`config.mk`:
```
export PLATFORM = sky130hd
export DESIGN_NAME = list_prefetch
export DESIGN_NICKNAME = d
export VERILOG_FILES = /design/src/rtl/list_stream_pkg.sv /design/src/rtl/list_fifo.sv /design/src/rtl/list_prefetch.sv
export SDC_FILE = /design/constraint.sdc
export NUM_CORES = 1
export LEC_CHECK = 0
export BUFFER_PORTS_ARGS = -buffer_cell sky130_fd_sc_hd__buf_2
export CAP_MARGIN = 40
export CORE_MARGIN = 2
export CORE_UTILIZATION = 30
export CTS_CLUSTER_DIAMETER = 30
export DETAILED_ROUTE_END_ITERATION = 10
export PLACE_DENSITY = 0.53
export SETUP_SLACK_MARGIN = 0.4
export SYNTH_ARGS = -nofsm -noshare
export SYNTH_HDL_FRONTEND = slang
export SYNTH_SLANG_ARGS = --single-unit
```
`constraint.sdc`:
```
create_clock -name clock -period 2.2 [get_ports clock]
set_input_delay 0.11 -clock clock [delete_from_list [all_inputs] [get_ports clock]]
set_output_delay 0.11 -clock clock [all_outputs]
set_load 0.01 [all_outputs]
```
`src/rtl/list_stream_pkg.sv`:
```
// Shared definitions for the pull-style list stream stages.
// Element width default, fill-width helper and end-of-list encoding.
package list_stream_pkg;

  localparam int unsigned LIST_WIDTH = 8;

  // value_valid level that marks the terminator on an ack
  localparam logic LIST_END = 1'b0;

  function automatic int unsigned fill_w(input int unsigned depth);
    return $clog2(depth + 1);
  endfunction

endpackage

```
`src/rtl/list_fifo.sv`:
```
// Element storage for list_prefetch: circular buffer with
// read/write pointers and an explicit occupancy count.
module list_fifo
  import list_stream_pkg::*;
#(
  parameter int unsigned WIDTH = LIST_WIDTH,
  parameter int unsigned DEPTH = 4
) (
  input  logic                      clock,
  input  logic                      ready,
  input  logic                      push,
  input  logic [WIDTH-1:0]          din,
  input  logic                      pop,
  output logic [WIDTH-1:0]          head,
  output logic [fill_w(DEPTH)-1:0]  fill
);

  localparam int unsigned AW = $clog2(DEPTH);
  localparam int unsigned FW = fill_w(DEPTH);

  logic [WIDTH-1:0] mem_q [DEPTH];
  logic [AW-1:0]    rd_ptr_q, rd_ptr_d;
  logic [AW-1:0]    wr_ptr_q, wr_ptr_d;
  logic [FW-1:0]    fill_q, fill_d;

  // pointers wrap through natural AW-bit overflow
  always_comb begin
    rd_ptr_d = rd_ptr_q + AW'(pop);
    wr_ptr_d = wr_ptr_q + AW'(push);
    fill_d   = fill_q;
    unique case ({push, pop})
      2'b10:   fill_d = fill_q + FW'(1);
      2'b01:   fill_d = fill_q - FW'(1);
      default: fill_d = fill_q;
    endcase
  end

  always_ff @(posedge clock or negedge ready) begin
    if (!ready) begin
      rd_ptr_q <= '0;
      wr_ptr_q <= '0;
      fill_q   <= '0;
    end else begin
      rd_ptr_q <= rd_ptr_d;
      wr_ptr_q <= wr_ptr_d;
      fill_q   <= fill_d;
    end
  end

  always_ff @(posedge clock) begin
    if (push) mem_q[wr_ptr_q] <= din;
  end

  assign head = mem_q[rd_ptr_q];
  assign fill = fill_q;

endmodule

```
`src/rtl/list_prefetch.sv`:
```
// Read-ahead buffer for the list stream: prefetches upstream
// elements and answers consumer requests with 1-cycle latency.
module list_prefetch
  import list_stream_pkg::*;
#(
  parameter int unsigned WIDTH = LIST_WIDTH,
  parameter int unsigned DEPTH = 4
) (
  input  logic                      clock,
  input  logic                      ready,
  output logic                      src_req,
  input  logic                      src_ack,
  input  logic [WIDTH-1:0]          src_value,
  input  logic                      src_value_valid,
  input  logic                      req,
  output logic                      ack,
  output logic [WIDTH-1:0]          value,
  output logic                      value_valid,
  output logic [fill_w(DEPTH)-1:0]  fill
);

  localparam int unsigned FW = fill_w(DEPTH);
  localparam logic [FW-1:0] FULL = FW'(DEPTH);

  logic             ended_q, ended_d;
  logic             ack_q;
  logic [WIDTH-1:0] value_q, value_d;
  logic             vv_q;
  logic             push, pop, serve;
  logic [WIDTH-1:0] head;
  logic [FW-1:0]    fill_w_s;

  list_fifo #(.WIDTH(WIDTH), .DEPTH(DEPTH)) u_fifo (
    .clock (clock),
    .ready (ready),
    .push  (push),
    .din   (src_value),
    .pop   (pop),
    .head  (head),
    .fill  (fill_w_s)
  );

  assign src_req = ready & ~ended_q & (fill_w_s < FULL);

  // buffered data drains before the terminator is replayed
  always_comb begin
    push    = src_req & src_ack & (src_value_valid != LIST_END);
    ended_d = ended_q | (src_req & src_ack & (src_value_valid == LIST_END));
    pop     = req & (fill_w_s != '0);
    serve   = pop | (req & ended_q);
    value_d = pop ? head : value_q;
  end

  always_ff @(posedge clock or negedge ready) begin
    if (!ready) begin
      ended_q <= 1'b0;
      ack_q   <= 1'b0;
      value_q <= '0;
      vv_q    <= LIST_END;
    end else begin
      ended_q <= ended_d;
      ack_q   <= serve;
      value_q <= value_d;
      vv_q    <= pop ? ~LIST_END : LIST_END;
    end
  end

  assign ack         = ack_q;
  assign value       = value_q;
  assign value_valid = vv_q;
  assign fill        = fill_w_s;

endmodule

```
==> flow_results.org <==
** Detailed routing
- Once detail routing completed, the nets flagged for antenna violations numbered 0.
- For this run, design rule violations remaining after detail routing come to 0.
- In the final routed layout, each cell accounts on average for 15.6 µm.
- The routed design has 3380 µm of wire.
- Iteration-0 DRC count of the detailed router :: 53
- The detailed router placed 958 vias in this run.
- The first TritonRoute pass finished after 4 iterations.
- In the routed layout, each cell is associated on average with a via count of 4.44.

** Yosys
- Of the total synthesized cell area, the portion taken by full adders, half adders and majority gates is 0.0300.
- Sorting the synthesized cells by area gives the leading types as sky130_fd_sc_hd__edfxtp_1, sky130_fd_sc_hd__dfrtp_1, sky130_fd_sc_hd__mux4_2, sky130_fd_sc_hd__mux2_2, sky130_fd_sc_hd__ha_1.
- Combinational family with the most area after synthesis :: multiplexers
- Of the total synthesized cell area, the portion taken by AND, OR, NAND and NOR gates is 0.0248.
- Area fraction in compound gates after synthesis :: 0.0215
- Count of warnings emitted by yosys :: 0
- Measured against the total synthesized area, the mux share comes to 0.146.
- Area share of xor/xnor cells in the synthesized design :: 0.0228
- Flip-flop and latch count after synthesis :: 50
- Share of flip-flops with an asynchronous set or reset after synthesis :: 0.360
- The synthesized design contains 32 enable-type register cells.
- Total nets after synthesis :: 111
- Number of distinct standard cells referenced by the synthesized netlist :: 21
- Most used flip-flop cell after synthesis :: sky130_fd_sc_hd__edfxtp_1
- In the synthesized netlist, the number of instances is 94.
- Yosys top cell area share :: 0.501
- Post-synthesis sequential area ratio :: 0.735
- Largest area contributor in the synthesized netlist :: sky130_fd_sc_hd__edfxtp_1
- Post-synthesis instance area :: 1920 µm²
- After synthesis, the mean cell area works out to 20.4 µm².

** Global routing
- Global routing finished with a remaining overflow of 0.
- Largest net degree at the start of global routing :: 19
- Vias in the first global route :: 1002
- Antenna violations before repair :: 0
- The first global-routing pass estimated 5300 µm of wire.
- Total Routing Usage GR :: 0.102

** CTS
- The clock reaches the later pin of the worst-skew pair after 0.30 ns.
- Clock tree from TritonCTS :: done
- Root Driver :: sky130_fd_sc_hd__clkbuf_8
- The H-tree was split into 2 levels.
- Longest Clk Path Bufs :: 2
- Clock-pin slew was measured on the worst setup and hold paths at 0.09 ns.
- Counting the buffers created by CTS gives 5.
- Number of sinks on the clock net :: 50

** Place
- At the placement stage, the worst setup path has a slack of 0.385 ns.
- Placed cell area :: 2220 µm²
- Number of port buffers :: 26
- RePlAce Congestion :: 0.717
- HPWL after detailed placement :: 2240 µm

** Cells and area
- Total inserted antenna cells :: 0
- After filler insertion, the fill cell instance count of the layout stands at 587.
- In the final design database the tool counted 155 nets.
- Fraction of final layout cells with drive strength greater than 1 :: 0.547
- Area overhead of the layout relative to synthesis :: 24.8%
- Finished layout cell area :: 2400 µm²

** Die
- Number of cell rows :: 29
- During I/O placement, the number of pins put on the boundary was 27.
- From left edge to right edge, the die measures 84.0 µm.
- The die covers 7050 µm².
- Vert. Die Dim :: 84.0 µm
- Core Region :: 6280 µm²
- The initial utilization of the core area, before any placement, comes to 0.306.

** Critical path
- The worst setup path is captured at a flop.
- Startpoint types :: flop
- The critical path in this run is classified as reg2reg.
- Required time reported for the critical path endpoint :: 2.39 ns
- Crit-path max FO :: 5
- Arrival time of data at the critical path endpoint :: 1.95 ns
- Number of cells on the worst reg-to-reg path :: 8

** STA
- Setup TNS :: 0 ns
- At the pin with the least slew margin, the transition time is 0.445 ns.
- Crit path time final :: 1.76 ns
- Crit share post-route :: 0.802
- Setup slack on the critical path of the routed design comes to 0.436 ns.
- Relative slew slack :: 0.703
- The number of max-slew violations in the final report came to 0.
- Max Fclk :: 567 MHz
- Post-Route Skew :: 0.00378 ns
- Setup violations remaining at the end of the flow were counted as 0.
- Unrepaired setup endpoints after global routing :: true
- Hold violation total from the final report :: 0

** Hold path
- Path type of the worst min-delay path :: in2reg
- Counting instances, the worst hold path has a depth of 1.

** Power
- VDD sags by at most 0.000422 V.
- Leakage power summed over all cells :: 0.928 nW
- Power spread over the standard cell area amounts to 1140 nW/µm².

** Outcome
- The flow ran to the end, and the final reports show no timing, DRC or antenna violations.

** Run
- Max-cap violations in this run came to 0.
report_power, final:
group          total [W]  switching, W  internal, W
logic           0.000818      0.000344     0.000474
registers        0.00134      0.000169      0.00117
clock network   0.000561      0.000302     0.000259
flip-flops by register name, indices dropped and copies added, names as in the netlist:
name,count
u_fifo.wr_ptr_q,2
ack,1
u_fifo.rd_ptr_q,2
value_valid,1
u_fifo.fill,3
value,8
u_fifo.mem_q,32
ended_q,1
cells by family (layout without fill, tap and decap cells):
family          count (synthesis)  after routing
buf+inv                         8             53
mux                            17             17
xor+xnor                        5              5
compound gates                  3              3
flops                          50             50
fa+ha+maj                       4              4
simple gates                    7              7
Yosys cell counts, types with 2 or more instances:
| library cell | n |
|---|---|
| sky130_fd_sc_hd__edfxtp_1 | 32 |
| sky130_fd_sc_hd__dfrtp_1 | 18 |
| sky130_fd_sc_hd__mux2_2 | 8 |
| sky130_fd_sc_hd__mux4_2 | 8 |
| sky130_fd_sc_hd__inv_1 | 6 |
| sky130_fd_sc_hd__xor2_1 | 4 |
| sky130_fd_sc_hd__ha_1 | 3 |
| sky130_fd_sc_hd__nor3b_1 | 2 |
placed cells by master (no fill, tap or decap), types with 2 or more instances in the layout:
cell	instances
sky130_fd_sc_hd__ha_1	2
sky130_fd_sc_hd__clkinv_4	2
sky130_fd_sc_hd__buf_4	11
sky130_fd_sc_hd__edfxtp_1	32
sky130_fd_sc_hd__dfrtp_1	16
sky130_fd_sc_hd__nor3b_2	2
sky130_fd_sc_hd__mux2_2	8
sky130_fd_sc_hd__mux4_2	8
sky130_fd_sc_hd__clkbuf_8	6
sky130_fd_sc_hd__xor2_1	4
sky130_fd_sc_hd__inv_2	2
sky130_fd_sc_hd__dfrtp_2	2
sky130_fd_sc_hd__inv_1	4
sky130_fd_sc_hd__buf_2	26
timing repair:
action,in CTS,in global routing
hold endpoints to repair,18,0
resized for setup,1,2
hold buffers,1,0
pin swaps,0,3
endpoints found under the setup margin,10,10
setup buffers,0,6
critical path, cell delays in order, from the launching register on:
cell and delay (ns):
sky130_fd_sc_hd__dfrtp_1 0.43, sky130_fd_sc_hd__nor3b_4 0.30, sky130_fd_sc_hd__nand3_4 0.15, sky130_fd_sc_hd__ha_4 0.20, sky130_fd_sc_hd__inv_2 0.04, sky130_fd_sc_hd__fa_2 0.19, sky130_fd_sc_hd__xor2_1 0.14, sky130_fd_sc_hd__nor2_1 0.06
sky130_fd_sc_hd__xor2_1 0.13
per-stage QoR:
step,utilization,hold slack (ns),std cells,power [W]
2_1_floorplan,-,-0.186,94,0.00186
3_3_place_gp,0.353,0.114,201,0.00209
3_5_place_dp,0.353,0.125,201,0.00212
4_1_cts,0.372,0.0117,210,0.00270
5_1_grt,0.382,0.00600,216,0.00289
6_report,0.382,0.0204,216,0.00272
per-layer routing:
| layer | global-route usage | up-vias | wire, µm |
|---|---|---|---|
| li1 | - | 448 | - |
| met1 | 0.120 | 486 | 1400 |
| met2 | 0.171 | 17 | 1790 |
| met3 | 0.0326 | 7 | 128 |
| met4 | 0.0440 | 0 | 61 |
| met5 | 0 | - | 0 |
layout make-up:
cell class,count,area (µm²),area share
clock buffers,6,82.6,0.0345
inverters,6,22.5,0.00940
clock inverters,2,17.5,0.00731
well taps,77,96.3,0.0402
flip-flops and latches,50,1410,0.590
multi-input cells,36,520,0.217
repair buffers,39,243,0.101
final timing paths:
path / slack [ns] / from / to
min in group asynchronous: 0.33 / ready / u_fifo.fill[2]$_DFFE_PN0P_
max in group asynchronous: 1.65 / ready / u_fifo.fill[0]$_DFFE_PN0P_
max: 0.44 / ended_q$_DFF_PN0_ / u_fifo.fill[2]$_DFFE_PN0P_
min reg2reg: 0.50 / value[4]$_DFFE_PN0P_ / value[4]$_DFFE_PN0P_
min: 0.02 / src_value[5] / u_fifo.mem_q[0][5]$_DFFE_PP_
max reg2reg: 0.44 / ended_q$_DFF_PN0_ / u_fifo.fill[2]$_DFFE_PN0P_
Power figures use the tool's default switching activity.
